--- src/rtl/date_pkg.sv ---
// Shared constants and types for the calendar path: seconds-per-unit
// constants, time-of-day field widths and the time-of-day rebuild states.
package date_pkg;

  localparam int unsigned TIME_W      = 32;
  localparam int unsigned SEC_IN_DAY  = 86400;
  localparam int unsigned SEC_IN_HOUR = 3600;
  localparam int unsigned SEC_IN_MIN  = 60;

  localparam int unsigned HOUR_W = 5;
  localparam int unsigned MIN_W  = 6;
  localparam int unsigned SEC_W  = 6;

  // Seconds-of-day (0..86399) needs 17 bits.
  localparam int unsigned SOD_W = 17;

  typedef enum logic [1:0] {
    IDLE,
    DIV,
    HRS,
    MINS
  } tod_conv_state_t;

endpackage

--- src/rtl/sec_of_day_div.sv ---
// Sequential restoring-division remainder unit: 32-bit dividend modulo a
// constant divisor that fits in SOD_W bits. One quotient bit per cycle; the
// first bit is resolved on the start edge, so the remainder is ready
// (done_o=1) 31 cycles after the start edge. done_o stays high until the
// next start.
module sec_of_day_div
  import date_pkg::*;
#(
  parameter int unsigned DIVISOR = SEC_IN_DAY
) (
  input  logic              clk_i,
  input  logic              rst_i,
  input  logic              start_i,
  input  logic [TIME_W-1:0] dividend_i,
  output logic              done_o,
  output logic [SOD_W-1:0]  rem_o
);

  if (DIVISOR == 0 || DIVISOR >= (2 ** SOD_W)) begin : g_divisor_check
    $error("sec_of_day_div: DIVISOR must be in 1..2**SOD_W-1");
  end

  localparam int unsigned     CNT_W       = $clog2(TIME_W);
  localparam logic [CNT_W-1:0] CNT_LAST   = CNT_W'(TIME_W - 1);
  localparam logic [SOD_W:0]  DIVISOR_EXT = (SOD_W + 1)'(DIVISOR);

  logic [TIME_W-1:0] dvd_q,  dvd_d;
  logic [SOD_W-1:0]  rem_q,  rem_d;
  logic [CNT_W-1:0]  cnt_q,  cnt_d;
  logic              busy_q, busy_d;
  logic              done_q, done_d;

  // One restoring step: shift in the next dividend bit, subtract if it fits.
  function automatic logic [SOD_W-1:0] rem_step(input logic [SOD_W-1:0] rem,
                                                input logic             bit_in);
    logic [SOD_W:0] trial;
    trial = {rem, bit_in};
    if (trial >= DIVISOR_EXT) begin
      trial = trial - DIVISOR_EXT;
    end
    return trial[SOD_W-1:0];
  endfunction

  // Load on start (resolving the MSB immediately), then one bit per cycle.
  always_comb begin
    // NOTE: every _d starts from its held value so no path leaves it
    // unassigned; otherwise synthesis infers a latch.
    dvd_d  = dvd_q;
    rem_d  = rem_q;
    cnt_d  = cnt_q;
    busy_d = busy_q;
    done_d = done_q;
    if (start_i) begin
      rem_d  = rem_step('0, dividend_i[TIME_W-1]);
      dvd_d  = {dividend_i[TIME_W-2:0], 1'b0};
      cnt_d  = CNT_W'(1);
      busy_d = 1'b1;
      done_d = 1'b0;
    end else if (busy_q) begin
      rem_d = rem_step(rem_q, dvd_q[TIME_W-1]);
      dvd_d = {dvd_q[TIME_W-2:0], 1'b0};
      cnt_d = cnt_q + 1'b1;
      if (cnt_q == CNT_LAST) begin
        busy_d = 1'b0;
        done_d = 1'b1;
      end
    end
  end

  // Division state registers.
  always_ff @(posedge clk_i or posedge rst_i) begin
    // NOTE: non-blocking assignments so every flop samples pre-edge values.
    if (rst_i) begin
      dvd_q  <= '0;
      rem_q  <= '0;
      cnt_q  <= '0;
      busy_q <= 1'b0;
      done_q <= 1'b0;
    end else begin
      dvd_q  <= dvd_d;
      rem_q  <= rem_d;
      cnt_q  <= cnt_d;
      busy_q <= busy_d;
      done_q <= done_d;
    end
  end

  assign done_o = done_q;
  assign rem_o  = rem_q;

endmodule

--- src/rtl/posix_time_counter.sv ---
// Free-running POSIX seconds counter with a 1 Hz prescaler, an hh:mm:ss
// time-of-day kept in step with it, and a valid/ready set port. A loaded
// value is broken into hh:mm:ss by a seconds-of-day divider followed by
// repeated hour and minute subtraction.
module posix_time_counter
  import date_pkg::*;
#(
  parameter int unsigned CLK_FREQ_HZ = 50_000_000
) (
  input  logic              clk_i,
  input  logic              rst_i,
  input  logic              set_valid_i,
  input  logic [TIME_W-1:0] set_time_i,
  output logic              set_ready_o,
  output logic [TIME_W-1:0] posix_time_o,
  output logic              sec_tick_o,
  output logic              day_tick_o,
  output logic [HOUR_W-1:0] hour_o,
  output logic [MIN_W-1:0]  min_o,
  output logic [SEC_W-1:0]  sec_o,
  output logic              tod_valid_o
);

  // The rebuild takes at most 117 cycles; a prescaler period of at least 128
  // guarantees no tick arrives before it finishes.
  if (CLK_FREQ_HZ < 128) begin : g_freq_check
    $error("posix_time_counter: CLK_FREQ_HZ must be >= 128");
  end

  localparam int unsigned        PRESC_W   = $clog2(CLK_FREQ_HZ);
  localparam logic [PRESC_W-1:0] PRESC_MAX = PRESC_W'(CLK_FREQ_HZ - 1);

  localparam logic [SOD_W-1:0]  HOUR_SECS = SOD_W'(SEC_IN_HOUR);
  localparam logic [SOD_W-1:0]  MIN_SECS  = SOD_W'(SEC_IN_MIN);
  localparam logic [HOUR_W-1:0] LAST_HOUR = HOUR_W'(23);
  localparam logic [MIN_W-1:0]  LAST_MIN  = MIN_W'(59);
  localparam logic [SEC_W-1:0]  LAST_SEC  = SEC_W'(59);

  tod_conv_state_t   state_q,     state_d;
  logic [PRESC_W-1:0] presc_q,    presc_d;
  logic [TIME_W-1:0] posix_q,     posix_d;
  logic              sec_tick_q,  sec_tick_d;
  logic              day_tick_q,  day_tick_d;
  logic [HOUR_W-1:0] hour_q,      hour_d;
  logic [MIN_W-1:0]  min_q,       min_d;
  logic [SEC_W-1:0]  sec_q,       sec_d;
  logic              ready_q,     ready_d;
  logic              tod_valid_q, tod_valid_d;
  logic [SOD_W-1:0]  conv_rem_q,  conv_rem_d;
  logic [HOUR_W-1:0] conv_hour_q, conv_hour_d;
  logic [MIN_W-1:0]  conv_min_q,  conv_min_d;

  logic             set_accept;
  logic             presc_tc;
  logic             sec_tick_en;
  logic             div_done;
  logic [SOD_W-1:0] div_rem;

  assign set_accept  = set_valid_i & ready_q;
  assign presc_tc    = (presc_q == PRESC_MAX);
  // A set on the terminal-count cycle takes priority and the tick is dropped.
  assign sec_tick_en = presc_tc & (state_q == IDLE) & ~set_accept;

  sec_of_day_div #(
    .DIVISOR (SEC_IN_DAY)
  ) u_sod_div (
    .clk_i      (clk_i),
    .rst_i      (rst_i),
    .start_i    (set_accept),
    .dividend_i (set_time_i),
    .done_o     (div_done),
    .rem_o      (div_rem)
  );

  // Prescaler, seconds counter and tick pulses.
  always_comb begin
    presc_d    = presc_tc ? '0 : presc_q + 1'b1;
    posix_d    = posix_q;
    sec_tick_d = sec_tick_en;
    day_tick_d = sec_tick_en & (hour_q == LAST_HOUR) & (min_q == LAST_MIN) &
                 (sec_q == LAST_SEC);
    if (set_accept) begin
      presc_d = '0;
      posix_d = set_time_i;
    end else if (sec_tick_en) begin
      posix_d = posix_q + 1'b1;
    end
  end

  // Time-of-day carry chain and the rebuild sequence after a set.
  always_comb begin
    state_d     = state_q;
    hour_d      = hour_q;
    min_d       = min_q;
    sec_d       = sec_q;
    ready_d     = ready_q;
    tod_valid_d = tod_valid_q;
    conv_rem_d  = conv_rem_q;
    conv_hour_d = conv_hour_q;
    conv_min_d  = conv_min_q;

    if (sec_tick_en) begin
      if (sec_q == LAST_SEC) begin
        sec_d = '0;
        if (min_q == LAST_MIN) begin
          min_d  = '0;
          hour_d = (hour_q == LAST_HOUR) ? '0 : hour_q + 1'b1;
        end else begin
          min_d = min_q + 1'b1;
        end
      end else begin
        sec_d = sec_q + 1'b1;
      end
    end

    unique case (state_q)
      IDLE: begin
        if (set_accept) begin
          state_d     = DIV;
          ready_d     = 1'b0;
          tod_valid_d = 1'b0;
        end
      end
      DIV: begin
        if (div_done) begin
          state_d     = HRS;
          conv_rem_d  = div_rem;
          conv_hour_d = '0;
        end
      end
      HRS: begin
        if (conv_rem_q >= HOUR_SECS) begin
          conv_rem_d  = conv_rem_q - HOUR_SECS;
          conv_hour_d = conv_hour_q + 1'b1;
        end else begin
          state_d    = MINS;
          conv_min_d = '0;
        end
      end
      MINS: begin
        if (conv_rem_q >= MIN_SECS) begin
          conv_rem_d = conv_rem_q - MIN_SECS;
          conv_min_d = conv_min_q + 1'b1;
        end else begin
          // Remainder is below 60 here, so it is the seconds field.
          hour_d      = conv_hour_q;
          min_d       = conv_min_q;
          sec_d       = SEC_W'(conv_rem_q);
          state_d     = IDLE;
          ready_d     = 1'b1;
          tod_valid_d = 1'b1;
        end
      end
      default: state_d = IDLE;
    endcase
  end

  // All state and registered outputs; reset lands on the epoch, 00:00:00.
  always_ff @(posedge clk_i or posedge rst_i) begin
    if (rst_i) begin
      state_q     <= IDLE;
      presc_q     <= '0;
      posix_q     <= '0;
      sec_tick_q  <= 1'b0;
      day_tick_q  <= 1'b0;
      hour_q      <= '0;
      min_q       <= '0;
      sec_q       <= '0;
      ready_q     <= 1'b1;
      tod_valid_q <= 1'b1;
      conv_rem_q  <= '0;
      conv_hour_q <= '0;
      conv_min_q  <= '0;
    end else begin
      state_q     <= state_d;
      presc_q     <= presc_d;
      posix_q     <= posix_d;
      sec_tick_q  <= sec_tick_d;
      day_tick_q  <= day_tick_d;
      hour_q      <= hour_d;
      min_q       <= min_d;
      sec_q       <= sec_d;
      ready_q     <= ready_d;
      tod_valid_q <= tod_valid_d;
      conv_rem_q  <= conv_rem_d;
      conv_hour_q <= conv_hour_d;
      conv_min_q  <= conv_min_d;
    end
  end

  assign set_ready_o  = ready_q;
  assign posix_time_o = posix_q;
  assign sec_tick_o   = sec_tick_q;
  assign day_tick_o   = day_tick_q;
  assign hour_o       = hour_q;
  assign min_o        = min_q;
  assign sec_o        = sec_q;
  assign tod_valid_o  = tod_valid_q;

endmodule

--- config.mk ---
export PLATFORM = sky130hd
export DESIGN_NAME = posix_time_counter
export DESIGN_NICKNAME = d
export VERILOG_FILES = /design/src/rtl/date_pkg.sv /design/src/rtl/sec_of_day_div.sv /design/src/rtl/posix_time_counter.sv
export SDC_FILE = /design/constraint.sdc
export NUM_CORES = 1
export LEC_CHECK = 0
export CORE_ASPECT_RATIO = 0.8
export CORE_MARGIN = 3
export CORE_UTILIZATION = 50
export CTS_BUF_LIST = sky130_fd_sc_hd__clkbuf_8
export DETAILED_ROUTE_END_ITERATION = 12
export GPL_TIMING_DRIVEN = 0
export PLACE_DENSITY = 0.74
export SETUP_SLACK_MARGIN = 0.3
export SLEW_MARGIN = 20
export SYNTH_ARGS = -nofsm -noshare
export SYNTH_HDL_FRONTEND = slang
export SYNTH_SLANG_ARGS = --single-unit
--- constraint.sdc ---
create_clock -name clk_i -period 4.9 [get_ports clk_i]
set_input_delay 0.49 -clock clk_i [delete_from_list [all_inputs] [get_ports clk_i]]
set_output_delay 0.49 -clock clk_i [all_outputs]
set_load 0.02 [all_outputs]
==> results of run 1 <==
==> placed cells by master, fill, tap and decap left out, types with 5 or more instances in the layout <==
cell type / instances
and3_1: 20
mux2_2: 6
buf_2: 12
and2_1: 5
nand4_1: 23
ha_1: 19
xor2_1: 38
clkdlybuf4s50_1: 87
and4_1: 6
nor2_1: 112
clkbuf_8: 19
nor4_1: 7
xnor2_1: 24
inv_1: 22
clkbuf_1: 39
a22o_1: 5
nor3_1: 17
o21ai_0: 48
nand3_1: 56
a31oi_1: 22
a21oi_1: 92
or4_1: 7
nand2_1: 71
a211oi_1: 5
buf_1: 7
mux2i_1: 49
or3_1: 16
dfrtp_1: 162
==> cells in the mapped netlist, types with 7 or more instances <==
| library cell | count |
|---|---|
| dfrtp_1 | 162 |
| a31oi_1 | 22 |
| and3_1 | 20 |
| o21ai_0 | 48 |
| nand3_1 | 56 |
| ha_1 | 19 |
| xor2_1 | 38 |
| mux2i_1 | 49 |
| or4_1 | 7 |
| or3_1 | 16 |
| nor2_1 | 112 |
| a21oi_1 | 92 |
| nor4_1 | 8 |
| clkbuf_1 | 39 |
| xnor2_1 | 24 |
| nand4_1 | 23 |
| buf_1 | 7 |
| nand2_1 | 71 |
| nor3_1 | 17 |
| inv_1 | 23 |
| buf_2 | 12 |
==> power by group through the flow <==
stage / logic, mW / clock network [mW] / registers (mW)
after floorplan: 1.54 / 0 / 2.11
after global placement: 2.11 / 0 / 2.12
after detailed placement: 2.18 / 0 / 2.13
after CTS: 2.19 / 0.990 / 2.11
after global routing: 2.46 / 1.05 / 2.18
final: 2.21 / 0.974 / 2.12
==> logic make-up after synthesis <==
| logic type | Yosys count | share of synthesized area |
|---|---|---|
| fa+ha+maj | 19 | 0.02648 |
| flops | 163 | 0.4546 |
| simple gates | 375 | 0.2156 |
| buf+inv | 83 | 0.03764 |
| mux | 55 | 0.06217 |
| xor+xnor | 62 | 0.06050 |
| compound gates | 213 | 0.1430 |
==> stage by stage <==
| stage | cell area [um2] | total power, mW |
|---|---|---|
| 3_3_place_gp | 10130 | 4.228 |
| 2_1_floorplan | 8980 | 3.648 |
| 4_1_cts | 10670 | 5.293 |
| 6_report | 10670 | 5.300 |
| 5_1_grt | 10670 | 5.689 |
| 3_5_place_dp | 10280 | 4.315 |
==> final timing paths <==
check | startpoint | end | slack (ns) | cells after the start
setup / recovery | presc_q[10] | posix_time_o[28] | 2.07 | 6
hold / removal | rst_i | presc_q[13] | 0.35 | 2
setup reg to reg | presc_q[10] | posix_time_o[28] | 2.07 | 6
hold reg to reg | u_sod_div.dvd_q[1] | u_sod_div.dvd_q[1] | 0.53 | 2
max in group asynchronous | rst_i | u_sod_div.rem_o[11] | 3.27 | 7
min in group clk_i | u_sod_div.dvd_q[1] | u_sod_div.dvd_q[1] | 0.53 | 2
==> sequential cells by signal (all words and copies together) (netlist names), 6 cells and up <==
signal	cells
conv_min_q	6
conv_rem_q	17
min_o	6
posix_time_o	32
presc_q	26
sec_o	6
u_sod_div.dvd_q	31
u_sod_div.rem_o	17
==> cell type report <==
cell class / instances / area, um2 / area share
plain buffers: 60 / 251.5 / 0.02358
flip-flops and latches: 163 / 4080 / 0.3826
inverters: 23 / 90.09 / 0.008447
repair buffers: 93 / 1013 / 0.09503
well taps: 225 / 281.5 / 0.02640
clock inverters: 13 / 122.6 / 0.01150
clock buffers: 19 / 261.5 / 0.02452
multi-input cells: 724 / 4564 / 0.4280
==> critical path, cell delays in order, from the launching register on <==
cell and delay [ns]:
dfrtp_1 0.45, nor4b_2 0.38, nand3_1 0.20, nor3_2 0.61, nand4_1 0.45, or3_1 0.46
a31oi_1 0.19
==> metal layers <==
| layer | vias to the layer above | share of wire | GRT usage |
|---|---|---|---|
| met5 | - | 0 | 0 |
| met4 | 0 | 0.016 | 0.07477 |
| met3 | 34 | 0.040 | 0.04191 |
| met2 | 194 | 0.46 | 0.3601 |
| met1 | 3864 | 0.48 | 0.3594 |
| li1 | 3725 | - | - |
==> metrics.txt, run 1 <==
outcome=finished, final reports clean; CTS Sinks=approximately 160; leading area contributor after synthesis=dfrtp_1; gr usage total=0.2411; die footprint=between 15000 and 20000 um2; f_max=between 300 and 400 MHz; fin cells=1320; WL/cell=17.51 um; setup bufs post-CTS=0; Max Cap Viol=0; WP data arrival=between 3 and 4 ns; Post-Syn Area=8976 um2; clk slew on worst S/H paths=0.10 ns; post-route ant nets=0; Slew Limit Fails=0; ranking of synthesized cells by area=dfrtp_1 (45%), mux2i_1 (5.5%), a21oi_1 (5.1%); final setup vio count=0; relative slew slack=0.3921; global-route wire length before repair=38510 um; critical path class=flop to flop; share of cells above drive strength 1=0.07397; Sw Ratio=0.4092; Min-Delay Path Class=input pin to asynchronous set/reset pin; Die Span X=155.8 um; post-layout utilization of the core=0.6099; CTS root buffer=clkbuf_8; Critical Path RT=about 5.3 ns; drt drc=0; Internal=3.131 mW; Clock Power Share=0.184; mean post-synth cell area=9.254 um2; Area growth syn-to-layout=18.82%; post_cts resized=0; switching power=2.168 mW; DP HPWL=16960 um; Power Dens Cells=496.9 nW/um2; Setup TNS=0 ns; CTS Buffer Depth=2; clk_lat worst skew=0.47 ns; Seq/Total Area, Yosys=0.4546; GR Overflow Total=0; crit end category=flop; fillers=1476; final worst path period need=2.832 ns; core box area=between 15000 and 20000 um2; Die Y-Extent=125.8 um; Final Worst Setup Slack=2.068 ns; share of the synthesized area in the top cell type=0.4516; Startpoint Class=flop; Place WS=2.002 ns; number of synthesized flops with an enable pin=0; RSZ-0062 raised after global routing=no; Gate Count Post-Synth=just under 1000; #FFs+latches synth=163; starting density of the core=0.5133; worst IR drop on VDD=0.3420 mV; synth warn=0; H-tree depth=4; Clock Skews=0.01805 ns; DR iter-0 viols=650; Final #Nets=about 1100; Routed WL=23110 um; Most used DFF post-synth=dfrtp_1; initial antenna violation count=0; Inst Count DP=1288; row count=43; syn nets=1024; Final Cycle Share=0.5779; num ports=88; Max Fanout on Critical Path=8; n_diodes=0; unique cell type count in the Yosys netlist=70; combinational power share=0.416; vias in the first global route=~7500; vias per cell=5.922; leakage=around 4.5 nW; Reg power frac=0.400; CTS tree=yes; Vias=7817; Fin Hold WS=0.3526 ns; largest net degree at the start of global routing=33; Hold Buf Count CTS=0; GPL Wtd Cong=between 0.9 and 1; Final Hold Viols=0; Pre-antenna DRT Iters=7; total CTS buffers=17; port buffer count=87; Slew @ Worst Pin=approximately 0.90 ns; Async SR Flop Fraction=1.000
Note: power is estimated with default switching activity, not from simulation.
==> inputs of run 2 (changes only) <==
==> constraint.sdc (replaced) <==
create_clock -name clk_i -period 2.3 [get_ports clk_i]
set_input_delay 0.23 -clock clk_i [delete_from_list [all_inputs] [get_ports clk_i]]
set_output_delay 0.23 -clock clk_i [all_outputs]
set_load 0.02 [all_outputs]
==> metrics.txt, run 2 (synthesis results as in run 1) <==
outcome=complete, but fails checks; failing checks=setup timing; Pre-antenna DRT Iters=6 (-1); Reg area=4103 um2 (+0.55%); Buf/Inv on CP=2 (+2); share of cells above drive strength 1=0.2967 (+0.2228); f_max=430.5 MHz (+22%); Multi-input gate area=5572 um2 (+22%); CP cell instances=nor4b_4 > buf_4 > nand3_4 > or4_4 > buf_8 > or4_1 > a31oi_1; GR Overflow Total=0 (unchanged); vias per cell=6.137 (+3.6%); Tot Pwr=13.96 mW (+160%); Max Fanout on Critical Path=6 (-2); RSZ-0062 raised after global routing=yes; final worst path period need=2.323 ns (-0.5088 ns); Die Span X=155.8 um (unchanged); fillers=1086 (-26%); GPL Wtd Cong=0.9502 (+2.8%); Final Worst Setup Slack=-0.02303 ns (-2.091 ns); Hold Buf Count CTS=0 (unchanged); post-route ant nets=0 (unchanged); Min-Delay Path Class=input pin to asynchronous set/reset pin; post-layout utilization of the core=0.7383 (+0.1284); Worst path slowest cell=dfrtp_1; WP data arrival=2.73 ns (-0.48 ns); core box area=17490 um2 (unchanged); starting density of the core=0.5133 (unchanged); clk_lat worst skew=0.48 ns (about the same); n_diodes=0 (unchanged); drt drc=0 (unchanged); FF-to-FF End=min_o[5]; worst IR drop on VDD=0.8897 mV (+160%); WL/cell=19.89 um (+14%); CTS Buffer Depth=2 (unchanged); crit end category=flop; num ports=88 (unchanged); Slew @ Worst Pin=0.8230 ns (-0.08051 ns); clk slew on worst S/H paths=0.09 ns (about the same); total CTS buffers=17 (unchanged); CP max stage delay=0.45 ns (-0.16 ns); port buffer count=87 (unchanged); FF-to-FF setup slack=-0.02 ns (-2.09 ns); most common cell after layout, fill and taps aside=dfrtp_1; Startpoint Class=flop; DR iter-0 viols=851 (+31%); global-route wire length before repair=42250 um (+9.7%); Critical Path RT=2.71 ns (-2.57 ns); Routed WL=28200 um (+22%); Power Dens Cells=1081 nW/um2 (+120%); Die Y-Extent=125.8 um (unchanged); vias in the first global route=8197 (+9.0%); CTS Sinks=163 (unchanged); row count=43 (unchanged); Vias=8702 (+11%); critical path class=flop to flop; DP HPWL=16860 um (-0.61%); Final Cycle Share=1.010 (+0.4321); Slew Limit Fails=0 (unchanged); CTS tree=yes; Crit Reg-Reg Startpoint=presc_q[18]; relative slew slack=0.4514 (+0.05923); gr usage total=0.2671 (+0.02599); largest net degree at the start of global routing=34 (+3.0%); family with the most delay on the worst path=simple AND/OR/NAND/NOR gates; leakage=5.524 nW (+22%); Largest register FFs=32 (unchanged); final setup vio count=3 (+3); Area growth syn-to-layout=43.83%; Final #Nets=1234 (+8.6%); most frequent cells in the layout=dfrtp_1 (144), nor2_1 (98), clkdlybuf4s50_1 (86), a21oi_1 (76), buf_4 (69); Clock Skews=0.01698 ns (-0.001077 ns); WP depth=7 (+1); initial antenna violation count=0 (unchanged); Max Cap Viol=0 (unchanged); H-tree depth=4 (unchanged); Final Hold Viols=0 (unchanged); Worst R2R Path Depth=7 (+1); CTS root buffer=clkbuf_8; die footprint=19610 um2 (unchanged)
[run 2: cell types whose count changed in the layout (fill, tap and decap cells not counted), sizes merged, moves of 2 or more]
cell and change:
buf +99, bufinv +2, clkinv -3, clkinvlp -2
[run 2: stage by stage]
step,hold slack [ns],worst slack [ns],cell area (um2),setup TNS (ns),cells
2_1_floorplan,0.3486,-0.04783,9115,-0.04783,970
3_3_place_gp,0.4878,-1.404,10270,-234.26,1282
3_5_place_dp,0.4934,-0.4195,10400,-11.12,1288
4_1_cts,0.09216,0.05253,11960,0,1375
5_1_grt,0.09605,-0.1099,12910,-0.9534,1418
6_report,0.08574,-0.02303,12910,-0.04216,1418
[run 2: cell type report]
| class | count | area share |
|---|---|---|
| Multi-Input combinational cell | 725 | 0.4316 |
| Sequential cell | 163 | 0.3178 |
| Timing Repair Buffer | 190 | 0.1521 |
| Buffer | 60 | 0.03489 |
| Clock buffer | 22 | 0.02345 |
| Tap cell | 225 | 0.02181 |
| Clock inverter | 10 | 0.01124 |
| Inverter | 23 | 0.007172 |
[run 2: power by group]
part | switching [mW] | internal, mW | leakage [nW]
clock network | 1.13 | 1.23 | 0.228
registers | 0.864 | 3.72 | 1.90
logic | 3.70 | 3.32 | 3.40
[run 2: worst max-delay path by stage]
stage / startpoint / end / slack (ns)
finish: presc_q[18] / min_o[5] / -0.02
global route: presc_q[18] / hour_o[3] / -0.11
CTS: presc_q[9] / posix_time_o[26] / 0.05
detailed placement: presc_q[11] / posix_time_o[26] / -0.42
global placement: rst_i / conv_rem_q[4] / -1.40
floorplan: sec_o[0] / hour_o[3] / -0.05
[run 2: timing repair]
action | 4_1_cts | 5_1_grt
gates resized for setup | 159 | 168
setup buffers | 52 | 39
setup endpoints to repair | 139 | 133
cloned | 3 | 4
pin swaps | 68 | 70
[run 2: routing by layer]
layer  part of all wire  track usage
met2               0.49       0.4224
met4              0.023      0.08100
met5                  0            0
met3              0.065      0.04878
met1               0.42       0.3768
